===== config.mk =====
export PLATFORM = sky130hd
export DESIGN_NAME = vga_timing_gen
export DESIGN_NICKNAME = d
export VERILOG_FILES = /design/src/rtl/vga_timing_gen.sv
export SDC_FILE = /design/constraint.sdc
export NUM_CORES = 1
export LEC_CHECK = 0
export CAP_MARGIN = 5
export CORE_UTILIZATION = 45
export CTS_CLUSTER_DIAMETER = 40
export CTS_CLUSTER_SIZE = 25
export DETAILED_ROUTE_END_ITERATION = 6
export GPL_TIMING_DRIVEN = 0
export PLACE_DENSITY = 0.63
export SETUP_SLACK_MARGIN = 0.5
export SYNTH_ARGS = -nofsm -noshare
export SYNTH_HDL_FRONTEND = slang
export SYNTH_SLANG_ARGS = --single-unit

===== constraint.sdc =====
create_clock -name clk -period 7.5 [get_ports clk]
set_input_delay 1.5 -clock clk [delete_from_list [all_inputs] [get_ports clk]]
set_output_delay 1.5 -clock clk [all_outputs]
set_load 0.03 [all_outputs]

===== src/rtl/vga_timing_gen.sv =====
// VGA timing and RGB565 test-pattern generator with run-time timing reconfiguration.
// New timing is held in a shadow copy and becomes active only at the end of a frame.
module vga_timing_gen #(
    parameter int   CNT_W  = 12,
    parameter int   H_VIS  = 640,
    parameter int   H_FP   = 16,
    parameter int   H_SYNC = 96,
    parameter int   H_BP   = 48,
    parameter int   V_VIS  = 480,
    parameter int   V_FP   = 10,
    parameter int   V_SYNC = 2,
    parameter int   V_BP   = 33,
    parameter logic H_POL  = 1'b0,
    parameter logic V_POL  = 1'b0
) (
    input  logic               clk,
    input  logic               rstn,
    input  logic               pix_ce,
    input  logic               cfg_valid,
    output logic               cfg_ready,
    input  logic [8*CNT_W+1:0] cfg_timing,
    output logic               cfg_err,
    input  logic [1:0]         pat_sel,
    input  logic [15:0]        fg_color,
    output logic               hsync,
    output logic               vsync,
    output logic               de,
    output logic [CNT_W-1:0]   x,
    output logic [CNT_W-1:0]   y,
    output logic               sof,
    output logic               eol,
    output logic [15:0]        rgb
);

    typedef logic [CNT_W-1:0] cnt_t;
    typedef logic [CNT_W:0]   wide_t;

    typedef struct packed {
        cnt_t h_vis;
        cnt_t h_fp;
        cnt_t h_sync;
        cnt_t h_bp;
        cnt_t v_vis;
        cnt_t v_fp;
        cnt_t v_sync;
        cnt_t v_bp;
        logic h_pol;
        logic v_pol;
    } timing_t;

    typedef enum logic {CFG_IDLE, CFG_PENDING} cfg_state_e;
    typedef enum logic [1:0] {PAT_SOLID, PAT_BARS, PAT_CHECKER, PAT_RAMP} pat_e;

    function automatic cnt_t bar_width(input cnt_t vis);
        cnt_t w;
        w = vis >> 3;
        return (w == '0) ? cnt_t'(1) : w;
    endfunction

    function automatic logic [15:0] bar_color(input logic [2:0] idx);
        case (idx)
            3'd0:    return 16'hFFFF;
            3'd1:    return 16'hFFE0;
            3'd2:    return 16'h07FF;
            3'd3:    return 16'h07E0;
            3'd4:    return 16'hF81F;
            3'd5:    return 16'hF800;
            3'd6:    return 16'h001F;
            default: return 16'h0000;
        endcase
    endfunction

    localparam timing_t RST_TIMING = '{
        h_vis:  cnt_t'(H_VIS),  h_fp:   cnt_t'(H_FP),
        h_sync: cnt_t'(H_SYNC), h_bp:   cnt_t'(H_BP),
        v_vis:  cnt_t'(V_VIS),  v_fp:   cnt_t'(V_FP),
        v_sync: cnt_t'(V_SYNC), v_bp:   cnt_t'(V_BP),
        h_pol:  H_POL,          v_pol:  V_POL
    };
    localparam cnt_t RST_BAR_W = bar_width(cnt_t'(H_VIS));

    cfg_state_e  state_q, state_d;
    timing_t     act_q, act_d, shadow_q, shadow_d;
    cnt_t        bar_w_q, bar_w_d;
    logic        cfg_err_q, cfg_err_d;
    cnt_t        h_cnt_q, h_cnt_d, v_cnt_q, v_cnt_d;
    cnt_t        bar_px_q, bar_px_d;
    logic [2:0]  bar_idx_q, bar_idx_d;
    pat_e        pat_q, pat_d;
    logic [15:0] fg_q, fg_d;
    logic        hsync_q, hsync_d, vsync_q, vsync_d;
    logic        de_q, de_d, sof_q, sof_d, eol_q, eol_d;
    cnt_t        x_q, x_d, y_q, y_d;
    logic [15:0] rgb_q, rgb_d;

    timing_t     cfg_in;
    logic        cfg_ok, cfg_hs;
    wide_t       h_pos, v_pos, hs_start, hs_end, h_tot, vs_start, vs_end, v_tot;
    logic        h_last, v_last, frame_end;
    logic [15:0] pix_pat;

    assign cfg_in = timing_t'(cfg_timing);
    assign cfg_ok = (cfg_in.h_vis != '0) && (cfg_in.h_sync != '0) &&
                    (cfg_in.v_vis != '0) && (cfg_in.v_sync != '0);
    assign cfg_hs = cfg_valid && (state_q == CFG_IDLE);

    // One extra bit keeps the summed porch/sync boundaries from wrapping.
    assign h_pos    = wide_t'(h_cnt_q);
    assign v_pos    = wide_t'(v_cnt_q);
    assign hs_start = wide_t'(act_q.h_vis) + wide_t'(act_q.h_fp);
    assign hs_end   = hs_start + wide_t'(act_q.h_sync);
    assign h_tot    = hs_end + wide_t'(act_q.h_bp);
    assign vs_start = wide_t'(act_q.v_vis) + wide_t'(act_q.v_fp);
    assign vs_end   = vs_start + wide_t'(act_q.v_sync);
    assign v_tot    = vs_end + wide_t'(act_q.v_bp);

    assign h_last    = (h_pos + wide_t'(1)) == h_tot;
    assign v_last    = (v_pos + wide_t'(1)) == v_tot;
    assign frame_end = pix_ce && h_last && v_last;

    // NOTE: every always_comb output gets a default first so no path leaves it unassigned (no latch).
    always_comb begin
        state_d   = state_q;
        shadow_d  = shadow_q;
        act_d     = act_q;
        bar_w_d   = bar_w_q;
        cfg_err_d = 1'b0;
        pat_d     = pat_q;
        fg_d      = fg_q;
        case (state_q)
            CFG_IDLE: begin
                if (cfg_hs) begin
                    if (cfg_ok) begin
                        shadow_d = cfg_in;
                        state_d  = CFG_PENDING;
                    end else begin
                        cfg_err_d = 1'b1;
                    end
                end
            end
            CFG_PENDING: begin
                if (frame_end) begin
                    act_d   = shadow_q;
                    bar_w_d = bar_width(shadow_q.h_vis);
                    state_d = CFG_IDLE;
                end
            end
            default: state_d = CFG_IDLE;
        endcase
        if (frame_end) begin
            pat_d = pat_e'(pat_sel);
            fg_d  = fg_color;
        end
    end

    always_comb begin
        h_cnt_d   = h_cnt_q;
        v_cnt_d   = v_cnt_q;
        bar_px_d  = bar_px_q;
        bar_idx_d = bar_idx_q;
        if (pix_ce) begin
            if (h_last) begin
                h_cnt_d   = '0;
                v_cnt_d   = v_last ? '0 : v_cnt_q + cnt_t'(1);
                bar_px_d  = '0;
                bar_idx_d = '0;
            end else begin
                h_cnt_d = h_cnt_q + cnt_t'(1);
                // Bar 7 saturates so it absorbs any h_vis remainder.
                if (bar_px_q == bar_w_q - cnt_t'(1)) begin
                    bar_px_d = '0;
                    if (bar_idx_q != 3'd7) bar_idx_d = bar_idx_q + 3'd1;
                end else begin
                    bar_px_d = bar_px_q + cnt_t'(1);
                end
            end
        end
    end

    always_comb begin
        case (pat_q)
            PAT_SOLID:   pix_pat = fg_q;
            PAT_BARS:    pix_pat = bar_color(bar_idx_q);
            PAT_CHECKER: pix_pat = (h_cnt_q[5] ^ v_cnt_q[5]) ? fg_q : 16'h0000;
            default:     pix_pat = {h_cnt_q[7:3], h_cnt_q[7:2], h_cnt_q[7:3]};
        endcase
    end

    always_comb begin
        hsync_d = hsync_q;
        vsync_d = vsync_q;
        de_d    = de_q;
        sof_d   = sof_q;
        eol_d   = eol_q;
        x_d     = x_q;
        y_d     = y_q;
        rgb_d   = rgb_q;
        if (pix_ce) begin
            de_d    = (h_cnt_q < act_q.h_vis) && (v_cnt_q < act_q.v_vis);
            hsync_d = (h_pos >= hs_start && h_pos < hs_end) ? act_q.h_pol : ~act_q.h_pol;
            vsync_d = (v_pos >= vs_start && v_pos < vs_end) ? act_q.v_pol : ~act_q.v_pol;
            sof_d   = (h_cnt_q == '0) && (v_cnt_q == '0);
            eol_d   = ((h_pos + wide_t'(1)) == wide_t'(act_q.h_vis)) && (v_cnt_q < act_q.v_vis);
            x_d     = de_d ? h_cnt_q : '0;
            y_d     = de_d ? v_cnt_q : '0;
            rgb_d   = de_d ? pix_pat : 16'h0000;
        end
    end

    // NOTE: state registers use non-blocking assignments so every flop samples pre-edge values.
    always_ff @(posedge clk or negedge rstn) begin
        if (!rstn) begin
            state_q   <= CFG_IDLE;
            act_q     <= RST_TIMING;
            shadow_q  <= RST_TIMING;
            bar_w_q   <= RST_BAR_W;
            cfg_err_q <= 1'b0;
            h_cnt_q   <= '0;
            v_cnt_q   <= '0;
            bar_px_q  <= '0;
            bar_idx_q <= '0;
            pat_q     <= PAT_SOLID;
            fg_q      <= 16'h0000;
            hsync_q   <= ~H_POL;
            vsync_q   <= ~V_POL;
            de_q      <= 1'b0;
            sof_q     <= 1'b0;
            eol_q     <= 1'b0;
            x_q       <= '0;
            y_q       <= '0;
            rgb_q     <= 16'h0000;
        end else begin
            state_q   <= state_d;
            act_q     <= act_d;
            shadow_q  <= shadow_d;
            bar_w_q   <= bar_w_d;
            cfg_err_q <= cfg_err_d;
            h_cnt_q   <= h_cnt_d;
            v_cnt_q   <= v_cnt_d;
            bar_px_q  <= bar_px_d;
            bar_idx_q <= bar_idx_d;
            pat_q     <= pat_d;
            fg_q      <= fg_d;
            hsync_q   <= hsync_d;
            vsync_q   <= vsync_d;
            de_q      <= de_d;
            sof_q     <= sof_d;
            eol_q     <= eol_d;
            x_q       <= x_d;
            y_q       <= y_d;
            rgb_q     <= rgb_d;
        end
    end

    assign cfg_ready = (state_q == CFG_IDLE);
    assign cfg_err   = cfg_err_q;
    assign hsync     = hsync_q;
    assign vsync     = vsync_q;
    assign de        = de_q;
    assign sof       = sof_q;
    assign eol       = eol_q;
    assign x         = x_q;
    assign y         = y_q;
    assign rgb       = rgb_q;

endmodule


==> results.json, run 1 <==
{
  "synth_cell_type_count": 71,
  "critical_path_buf_inv_count": 2,
  "drive_gt1_share_pct": 20.0,
  "gr-total-overflow": 0,
  "finalCritPeriodShare_pct": 89.1,
  "cts_tree": "done",
  "internal_power_mw": 3.58,
  "yosysWarnings": 0,
  "combPwrFrac_pct": 10.6,
  "seq_power_share_pct": 37.5,
  "worstSkewPairLatency_ns": 0.60,
  "cts-root-buf": "clkbuf_16",
  "syn_nets": 1913,
  "port_buffers": 166,
  "worst_pin_slew_ns": 1.28,
  "final.setup.worst_slack_ns": 0.820,
  "cts_hold_repair.buffers": 0,
  "critPathRequiredTime_ns": 7.97,
  "grt_max_degree": 120,
  "layout_min_cycle_time_ns": 6.68,
  "yosysTopAreaCellShare_pct": 37.5,
  "worstHoldPathCells": 1,
  "cp_num_cells": 26,
  "fin_nets": 2136,
  "grt_pass1_vias": 13700,
  "die_w_um": 203,
  "die_y_um": 203,
  "dp_hpwl_um": 36400,
  "drt_first_pass_iters": 5,
  "synth_edf_count": 0,
  "fmax_ghz": 0.150,
  "clock_sinks": 309,
  "leakage_nw": 10.4,
  "grt_pass1_wl_um": 76200,
  "globalplace.congestion": 0.913,
  "cp_slowest_cell": "or4_1",
  "syn_area_um2": 18200,
  "drtIter0Drc": 646,
  "ir_drop_mv": 0.183,
  "finalNonFillerCells": 2426,
  "path_clk_slew_ns": 0.06,
  "via_per_inst": 5.50,
  "worst-path-max-fanout": 10,
  "synthFlopType": "dfrtp_1",
  "reg2reg_depth": 26,
  "numCtsBuffers": 53,
  "final-max-slew-violation-count": 0,
  "powerDensity_nw_per_um2": 215,
  "crit_family": "compound AO/OA/AOI/OAI gates",
  "drc": 0,
  "async_reset_ff_share_pct": 100,
  "io_pins": 167,
  "crit_path_frequent_cell": "a21oi_1",
  "grt_use_total_pct": 23.9,
  "skew_ns": 0.0223,
  "synth_area_per_cell_um2": 11.2,
  "synth_area_leader_cell": "dfrtp_1",
  "setup_tns_ns": 0,
  "power_mw": 4.84,
  "outcome": "finished, final reports clean",
  "clockBufferDepth": 3,
  "coreArea_um2": 39800,
  "ys_seq_area_share_pct": 42.7,
  "detail-route-antenna-nets": 0,
  "hold_ws_ns": 0.485,
  "cp.arrival_ns": 7.15,
  "multi_input_area_um2": 9780,
  "rows": 73,
  "drv_cap": 0,
  "max-slew-margin-rel_pct": 13.5,
  "end_kind": "flip-flop",
  "fin_util_pct": 56.5,
  "synthCells": 1634,
  "startpoint_type": "flip-flop",
  "hold_viol": 0,
  "power.share.switching_pct": 26.0,
  "setup_violations": 0,
  "netlist_top_cells_area": "dfrtp_1, mux2_2, ha_1, dfstp_2, xnor2_1",
  "dp.cells": 2327,
  "power.share.clock_pct": 51.9,
  "fillers": 3408,
  "postLayoutCellArea_um2": 22500,
  "ff_latch_area_um2": 7780,
  "critPathKind": "reg2reg",
  "cts_max_level": 2,
  "placed_cell_area_um2": 20600,
  "switchingPower_mw": 1.26,
  "post_cts_buffers": 0,
  "dp_slack_ns": 0.769,
  "ys_ff_latch": 309,
  "ctsResizeCount": 0,
  "diodes": 0,
  "die_area_um2": 41300,
  "vias": 13300,
  "syn2layout_area_growth_pct": 23.5,
  "wire_per_inst_um": 19.8,
  "grt_setup_unrepaired": "no",
  "start_util_pct": 45.8,
  "slowest_delay_ns": 0.51,
  "hold_class": "reg2reg",
  "wl_um": 48100,
  "antenna_found_initial": 0
}
-- layout by cell type, fill, tap and decap left out, types with 29 or more instances in the layout --
cell type        count
nor3_1              29
a21o_1              35
clkdlybuf4s50_1    165
a22o_1              42
clkbuf_1            39
inv_1              102
dfstp_2             36
a21oi_1             70
o21ai_0             45
nor2_1              80
xnor2_1            107
nand2_1             60
dfrtp_1            273
ha_1               153
xor2_1              32
mux2_2             194
clkbuf_16           54
-- sequential cells by signal (all words and copies together) (netlist names), 3 cells and up --
name / count
fg_q: 16
bar_px_q: 12
act_q: 98
v_cnt_q: 12
bar_idx_q: 3
rgb: 16
h_cnt_q: 12
bar_w_q: 9
shadow_q: 98
y: 12
x: 12
-- layer usage --
metal	global-route usage [%]	share of wire, %	vias to the layer above
li1	-	-	6350
met5	0	0	-
met1	30.2	43	6581
met2	40.2	48	318
met3	4.03	5.0	96
met4	10.6	4.0	0
-- area by class of cell --
cell class	count	share of cell area, %
timing repair buffer	168	7.65
inverter	102	1.70
sequential	309	34.6
clock inverter	38	2.10
buffer	62	1.31
clock buffer	61	6.30
tap	525	2.92
multi-input combinational	1161	43.5
-- power by group through the flow --
| stage | Sequential, mW | Combinational [mW] | Clock, mW |
|---|---|---|---|
| 3_5_place_dp | 1.84 | 0.512 | 0 |
| 6_report | 1.81 | 0.513 | 2.51 |
| 4_1_cts | 1.81 | 0.515 | 2.56 |
| 5_1_grt | 1.82 | 0.580 | 2.64 |
| 3_3_place_gp | 1.84 | 0.496 | 0 |
| 2_1_floorplan | 1.81 | 0.330 | 0 |
-- synthesized netlist by cell type (all sizes together) (6+ instances only) --
master,n
a31oi,6
xor2,32
ha,153
dfstp,36
clkbuf,36
inv,102
a22o,42
nor3,29
nor2,80
nor4,26
o31ai,16
nor2b,16
xnor2,108
o21bai,9
buf,26
o211ai,8
nand2,60
nand4,19
or4,6
fa,6
o21ai,47
o2bb2ai,9
mux2,224
nand2b,20
a21oi,71
nor3b,6
a21o,35
or3,6
o21a,23
a2bb2oi,10
nand3,26
and3,7
dfrtp,273
-- final timing paths --
kind	slack (ns)	end	start
min in group asynchronous	0.89	shadow_q[79]	rstn
min reg2reg	0.49	fg_q[13]	fg_q[13]
max	0.82	act_q[74]	act_q[87]
max reg2reg	0.82	act_q[74]	act_q[87]
min	0.49	fg_q[13]	fg_q[13]
max in group asynchronous	5.58	shadow_q[26]	rstn
-- kinds of logic (layout without fill, tap and decap cells) --
group,Yosys count,count (layout),share of synthesized area [%]
DFF,309,309,42.7
xor gates and xnor gates,143,143,7.10
buffers and inverters,164,431,3.72
and+or+nand+nor,317,317,8.90
AOI/OAI and AO/OA,316,316,12.1
adders and majority gates,159,159,11.2
muxes,226,226,14.3
Power figures use the tool's default switching activity.
==> run 2: changes to the inputs <==
--- a/config.mk
+++ b/config.mk
@@ -5,11 +5,13 @@
 export SDC_FILE = /design/constraint.sdc
 export NUM_CORES = 1
 export LEC_CHECK = 0
+export ABC_AREA = 1
 export CAP_MARGIN = 5
 export CORE_UTILIZATION = 45
 export CTS_CLUSTER_DIAMETER = 40
 export CTS_CLUSTER_SIZE = 25
 export DETAILED_ROUTE_END_ITERATION = 6
+export GPL_ROUTABILITY_DRIVEN = 0
 export GPL_TIMING_DRIVEN = 0
 export PLACE_DENSITY = 0.63
 export SETUP_SLACK_MARGIN = 0.5
==> run 2 against run 1 <==
  * Routed wire length is 21% higher
  * Global-route usage is 2.8 points higher
  * Clock-buffer cell count is 2 higher
  * Area after synthesis is 7.7% higher
  * Clock power is 13% lower
  * Worst hold slack worse by 0.024 ns
  * Largest cell class unchanged
==> results.json, run 2 <==
{
  "ir_drop_mv": 0.192,
  "placed_cell_area_um2": 22100,
  "fin_nets": 3097,
  "reg_top3": "act_q (98), shadow_q (98)",
  "synthCells": 2601,
  "fmax_ghz": 0.158,
  "async_reset_ff_share_pct": 100,
  "synth_edf_count": 0,
  "worstSkewPairLatency_ns": 0.59,
  "netlist_top_cells_area": "dfrtp_1, nand2_1, ha_1, inv_1, nand3_1",
  "ys_seq_area_share_pct": 39.6,
  "final-max-slew-violation-count": 0,
  "cts_tree": "done",
  "slowest_delay_ns": 0.44,
  "fillers": 4093,
  "end_kind": "flip-flop",
  "die_y_um": 211,
  "die_area_um2": 44500,
  "synth_area_leader_cell": "dfrtp_1",
  "startpoint_type": "flip-flop",
  "multi_input_area_um2": 10200,
  "wl_um": 58100,
  "path_clk_slew_ns": 0.06,
  "hold_class": "reg2reg",
  "syn2layout_area_growth_pct": 20.5,
  "yosysWarnings": 0,
  "setup_violations": 0,
  "hold_ws_ns": 0.462,
  "grt_max_degree": 111,
  "synthTopCellsByCount": "nand2_1, inv_1, dfrtp_1, nand3_1, ha_1",
  "cts_max_level": 2,
  "io_pins": 167,
  "cp.arrival_ns": 6.77,
  "synth_area_per_cell_um2": 7.55,
  "dp.cells": 3354,
  "max-slew-margin-rel_pct": 28.9,
  "worst_pin_slew_ns": 1.06,
  "setup_tns_ns": 0,
  "finalNonFillerCells": 3441,
  "diodes": 0,
  "numCtsBuffers": 47,
  "rows": 76,
  "layout_min_cycle_time_ns": 6.32,
  "critPathKind": "reg2reg",
  "synthFlopType": "dfrtp_1",
  "dp_slack_ns": 1.25,
  "crit_path_frequent_cell": "nand2_1",
  "start_util_pct": 45.6,
  "synth_cell_type_count": 48,
  "post_cts_buffers": 0,
  "critPathRequiredTime_ns": 7.96,
  "drtIter0Drc": 1330,
  "drt_first_pass_iters": 5,
  "syn_nets": 2880,
  "synth_most_common_cell": "nand2_1",
  "grt_pass1_vias": 17900,
  "port_buffers": 166,
  "antenna_found_initial": 0,
  "ctsResizeCount": 0,
  "cts_hold_repair.buffers": 0,
  "gr-total-overflow": 0,
  "final.setup.worst_slack_ns": 1.18,
  "dp_hpwl_um": 45500,
  "grt_setup_unrepaired": "no",
  "outcome": "finished, final reports clean",
  "cts-root-buf": "clkbuf_16",
  "layout_commonest_cell": "nand2_1",
  "die_w_um": 211,
  "clock_sinks": 309,
  "yosysTopAreaCellShare_pct": 34.8,
  "powerDensity_nw_per_um2": 271,
  "via_per_inst": 5.30,
  "grt_use_total_pct": 26.7,
  "layout_common_cells": "nand2_1, inv_1, dfrtp_1, nand3_1, clkdlybuf4s50_1",
  "syn_area_um2": 19600,
  "grt_pass1_wl_um": 93200,
  "leakage_nw": 12.1,
  "clockBufferDepth": 3,
  "drive_gt1_share_pct": 5.78,
  "wire_per_inst_um": 16.9,
  "detail-route-antenna-nets": 0,
  "skew_ns": 0.0182,
  "drv_cap": 0,
  "ys_ff_latch": 309,
  "hold_viol": 0,
  "power_mw": 6.41,
  "postLayoutCellArea_um2": 23700,
  "finalCritPeriodShare_pct": 84.2,
  "fin_util_pct": 54.9,
  "vias": 18200,
  "cp_slowest_cell": "dfrtp_1",
  "drc": 0,
  "worst-path-max-fanout": 10,
  "coreArea_um2": 43100,
  "ff_latch_area_um2": 7780
}
[run 2: changes by cell type after synthesis, moves of 29 or more]
cell      change
a21o_1       -30
a22o_1       -42
clkbuf_1     +29
inv_1       +204
mux2_2      -194
nand2_1     +749
nand3_1     +181
nand4_1     +123
nor2_1       +34
o21ai_0     +104
xnor2_1      -91
xor2_1       +36
[run 2: critical path: cells and delay by family, from the launching register on]
| kind | cells | cell delay [ns] |
|---|---|---|
| and+or+nand+nor | 16 | 2.11 |
| adders and majority gates | 4 | 1.28 |
| AOI/OAI and AO/OA | 6 | 1.12 |
| buffers and inverters | 5 | 0.86 |
| DFF | 1 | 0.44 |
| xor gates and xnor gates | 2 | 0.38 |
[run 2: worst paths after layout]
kind	depth (start not counted)	startpoint	slack, ns	endpoint
setup reg to reg	33	act_q[86]	1.18	state_q
setup / recovery	33	act_q[86]	1.18	state_q
max in group asynchronous	2	rstn	5.52	shadow_q[7]
hold reg to reg	2	shadow_q[27]	0.46	shadow_q[27]
hold / removal	2	shadow_q[27]	0.46	shadow_q[27]
min in group asynchronous	1	rstn	0.93	act_q[53]
[run 2: cell families (layout without fill, tap and decap cells)]
family | after synthesis | count (layout) | share of synthesized area, %
and+or+nand+nor | 1322 | 1322 | 29.1
buffers and inverters | 415 | 670 | 8.44
AOI/OAI and AO/OA | 311 | 311 | 8.69
DFF | 309 | 309 | 39.6
adders and majority gates | 159 | 159 | 10.4
xor gates and xnor gates | 85 | 85 | 3.79
[run 2: power by group]
group / internal, mW / leakage, nW / switching, mW
combinational: 0.713 / 7.36 / 1.14
clock: 1.36 / 0.759 / 0.832
sequential: 2.00 / 4.01 / 0.365
[run 2: layout make-up]
cell class	count	share of cell area, %
Buffer	106	2.10
Clock buffer	63	5.44
Clock inverter	24	1.23
Inverter	309	4.90
Multi-Input combinational cell	1877	43.1
Sequential cell	309	32.9
Tap cell	585	3.09
Timing Repair Buffer	168	7.28
[run 2: per-layer routing]
layer	GRT usage (%)	wire [um]	up-vias
li1	-	-	9023
met1	34.3	25200	8591
met2	45.9	27800	508
met3	3.55	3100	110
met4	9.82	1940	0
met5	0	0	-
==> run 3: changes to the inputs <==
==> constraint.sdc (replaced) <==
create_clock -name clk -period 5.85 [get_ports clk]
set_input_delay 1.17 -clock clk [delete_from_list [all_inputs] [get_ports clk]]
set_output_delay 1.17 -clock clk [all_outputs]
set_load 0.03 [all_outputs]
==> run 3 against run 2 <==
  * Core utilization increased by 3.2 points
  * Critical path type unchanged
  * Routed wire length increased by 3.6%
  * Global-route usage increased by 0.35 points
  * Combinational power increased by 33%
  * Sequential power increased by 28%
  * Cell area increased by 5.8%
  * Largest power group unchanged
  * Worst setup slack got worse by 0.63 ns
  * Worst hold slack improved by 0.0014 ns
==> results.json, run 3 (synthesized netlist as in run 2, its figures left out) <==
{
  "grt_util_met1_pct": 34.5,
  "io_pins": 167,
  "finalCritPeriodShare_pct": 90.5,
  "wl_um": 60200,
  "hold_viol": 0,
  "final-max-slew-violation-count": 0,
  "cp_slowest_cell": "dfrtp_2",
  "worst-path-max-fanout": 10,
  "grt_max_degree": 111,
  "port_buffers": 166,
  "drt_first_pass_iters": 6,
  "fin_nets": 3144,
  "wire_per_inst_um": 17.3,
  "drive_gt1_share_pct": 11.7,
  "reg_top3": "act_q (98), shadow_q (98)",
  "coreArea_um2": 43100,
  "drv_cap": 0,
  "worst_pin_slew_ns": 1.05,
  "finalNonFillerCells": 3488,
  "cp.arrival_ns": 5.80,
  "clock_sinks": 309,
  "dp_hpwl_um": 45500,
  "cts-root-buf": "clkbuf_16",
  "start_util_pct": 45.6,
  "use_met3_pct": 3.52,
  "detail-route-antenna-nets": 0,
  "grt_use_total_pct": 27.0,
  "cts_max_level": 2,
  "die_y_um": 211,
  "cp-startpoint": "act_q[86]",
  "postLayoutCellArea_um2": 25000,
  "skew_ns": 0.0139,
  "clockBufferDepth": 3,
  "rows": 76,
  "reg2reg_to": "act_q[89]",
  "reg2reg_from": "act_q[86]",
  "via_per_inst": 5.33,
  "drc": 0,
  "numCtsBuffers": 47,
  "diodes": 0,
  "vias": 18600,
  "path_clk_slew_ns": 0.05,
  "worstSkewPairLatency_ns": 0.58,
  "critPathRequiredTime_ns": 6.36,
  "cts_hold_repair.buffers": 0,
  "die_w_um": 211,
  "crit_path_frequent_cell": "nand2_1",
  "grt_pass1_wl_um": 94300,
  "r2r_slack_ns": 0.56,
  "hold_class": "reg2reg",
  "grt_pass1_vias": 18000,
  "powerDensity_nw_per_um2": 332,
  "ir_drop_mv": 0.246,
  "crit_path_end": "act_q[89]",
  "setup_violations": 0,
  "gr-max-usage-layer": "met2",
  "fmax_ghz": 0.189,
  "reg2reg_depth": 32,
  "drtIter0Drc": 1376,
  "outcome": "finished, final reports clean",
  "slowest_delay_ns": 0.40,
  "use_met2_pct": 46.6,
  "startpoint_type": "flip-flop",
  "critPathKind": "reg2reg",
  "cts_tree": "done",
  "grt_setup_unrepaired": "yes",
  "gr-total-overflow": 0,
  "worstHoldStart": "act_q[54]",
  "antenna_found_initial": 0,
  "end_kind": "flip-flop",
  "leakage_nw": 12.6,
  "layout_commonest_cell": "nand2_1",
  "dp.cells": 3354,
  "layout_common_cells": "nand2_1, inv_1, dfrtp_1, nand3_1, clkdlybuf4s50_1",
  "max-slew-margin-rel_pct": 29.3,
  "syn2layout_area_growth_pct": 27.5,
  "die_area_um2": 44500,
  "layout_min_cycle_time_ns": 5.29,
  "placed_cell_area_um2": 22100
}
run 3: changes by cell type in the layout (fill, tap and decap cells not counted), sizes merged:
cell	previous run	this run
buf	44	89
bufbuf	0	1
clkinvlp	5	6
inv	312	311
nand3	208	209
run 3: worst min-delay path by stage:
stage | endpoint | slack, ns | cells after the start
after floorplan | fg_q[0] | 0.44 | 2
after detailed placement | shadow_q[27] | 0.45 | 2
after CTS | shadow_q[27] | 0.46 | 2
final | act_q[54] | 0.46 | 2
after global routing | shadow_q[27] | 0.47 | 2
after global placement | shadow_q[27] | 0.45 | 2
run 3: timing repair:
action | CTS | global route
setup buffers | 13 | 25
gates cloned | 4 | 5
endpoints found under the setup margin | 161 | 161
pin swaps | 21 | 47
resized for setup | 65 | 200
run 3: where the power goes:
group	internal (mW)	leakage (nW)	total, mW	switching [mW]
logic	0.968	7.83	2.48	1.51
clock network	1.74	0.759	2.80	1.06
registers	2.57	4.01	3.04	0.477
run 3: cell type report:
| class | instances | area (um2) |
|---|---|---|
| Fill cell | 3943 | 18000 |
| Multi-Input combinational cell | 1878 | 10800 |
| Sequential cell | 309 | 7780 |
| Timing Repair Buffer | 214 | 2230 |
| Clock buffer | 63 | 1290 |
| Inverter | 309 | 1160 |
| Tap cell | 585 | 732 |
| Buffer | 106 | 714 |
| Clock inverter | 24 | 292 |
run 3: layer usage:
| layer | vias to the layer above | part of all wire (%) |
|---|---|---|
| li1 | 9122 | - |
| met1 | 8833 | 43 |
| met2 | 510 | 49 |
| met3 | 120 | 4.6 |
| met4 | 0 | 3.4 |
| met5 | - | 0 |
run 3: critical path: cells and delay by family, from the launching register on:
kind / cells / cell delay (ns)
xor gates and xnor gates: 2 / 0.33
and+or+nand+nor: 16 / 1.98
adders and majority gates: 4 / 1.18
buffers and inverters: 7 / 0.84
AOI/OAI and AO/OA: 3 / 0.47
DFF: 1 / 0.40
run 3: through the flow:
stage	setup WS (ns)	hold slack, ns	utilization [%]	total power, mW	setup TNS (ns)
floorplan	1.02	0.442	-	4.47	0
global placement	-9.74	0.453	51.1	5.32	-2878.75
detailed placement	-0.400	0.452	51.3	5.41	-34.86
CTS	0.501	0.464	56.0	8.27	0
global route	0.285	0.471	58.1	8.82	0
finish	0.557	0.463	58.1	8.32	0
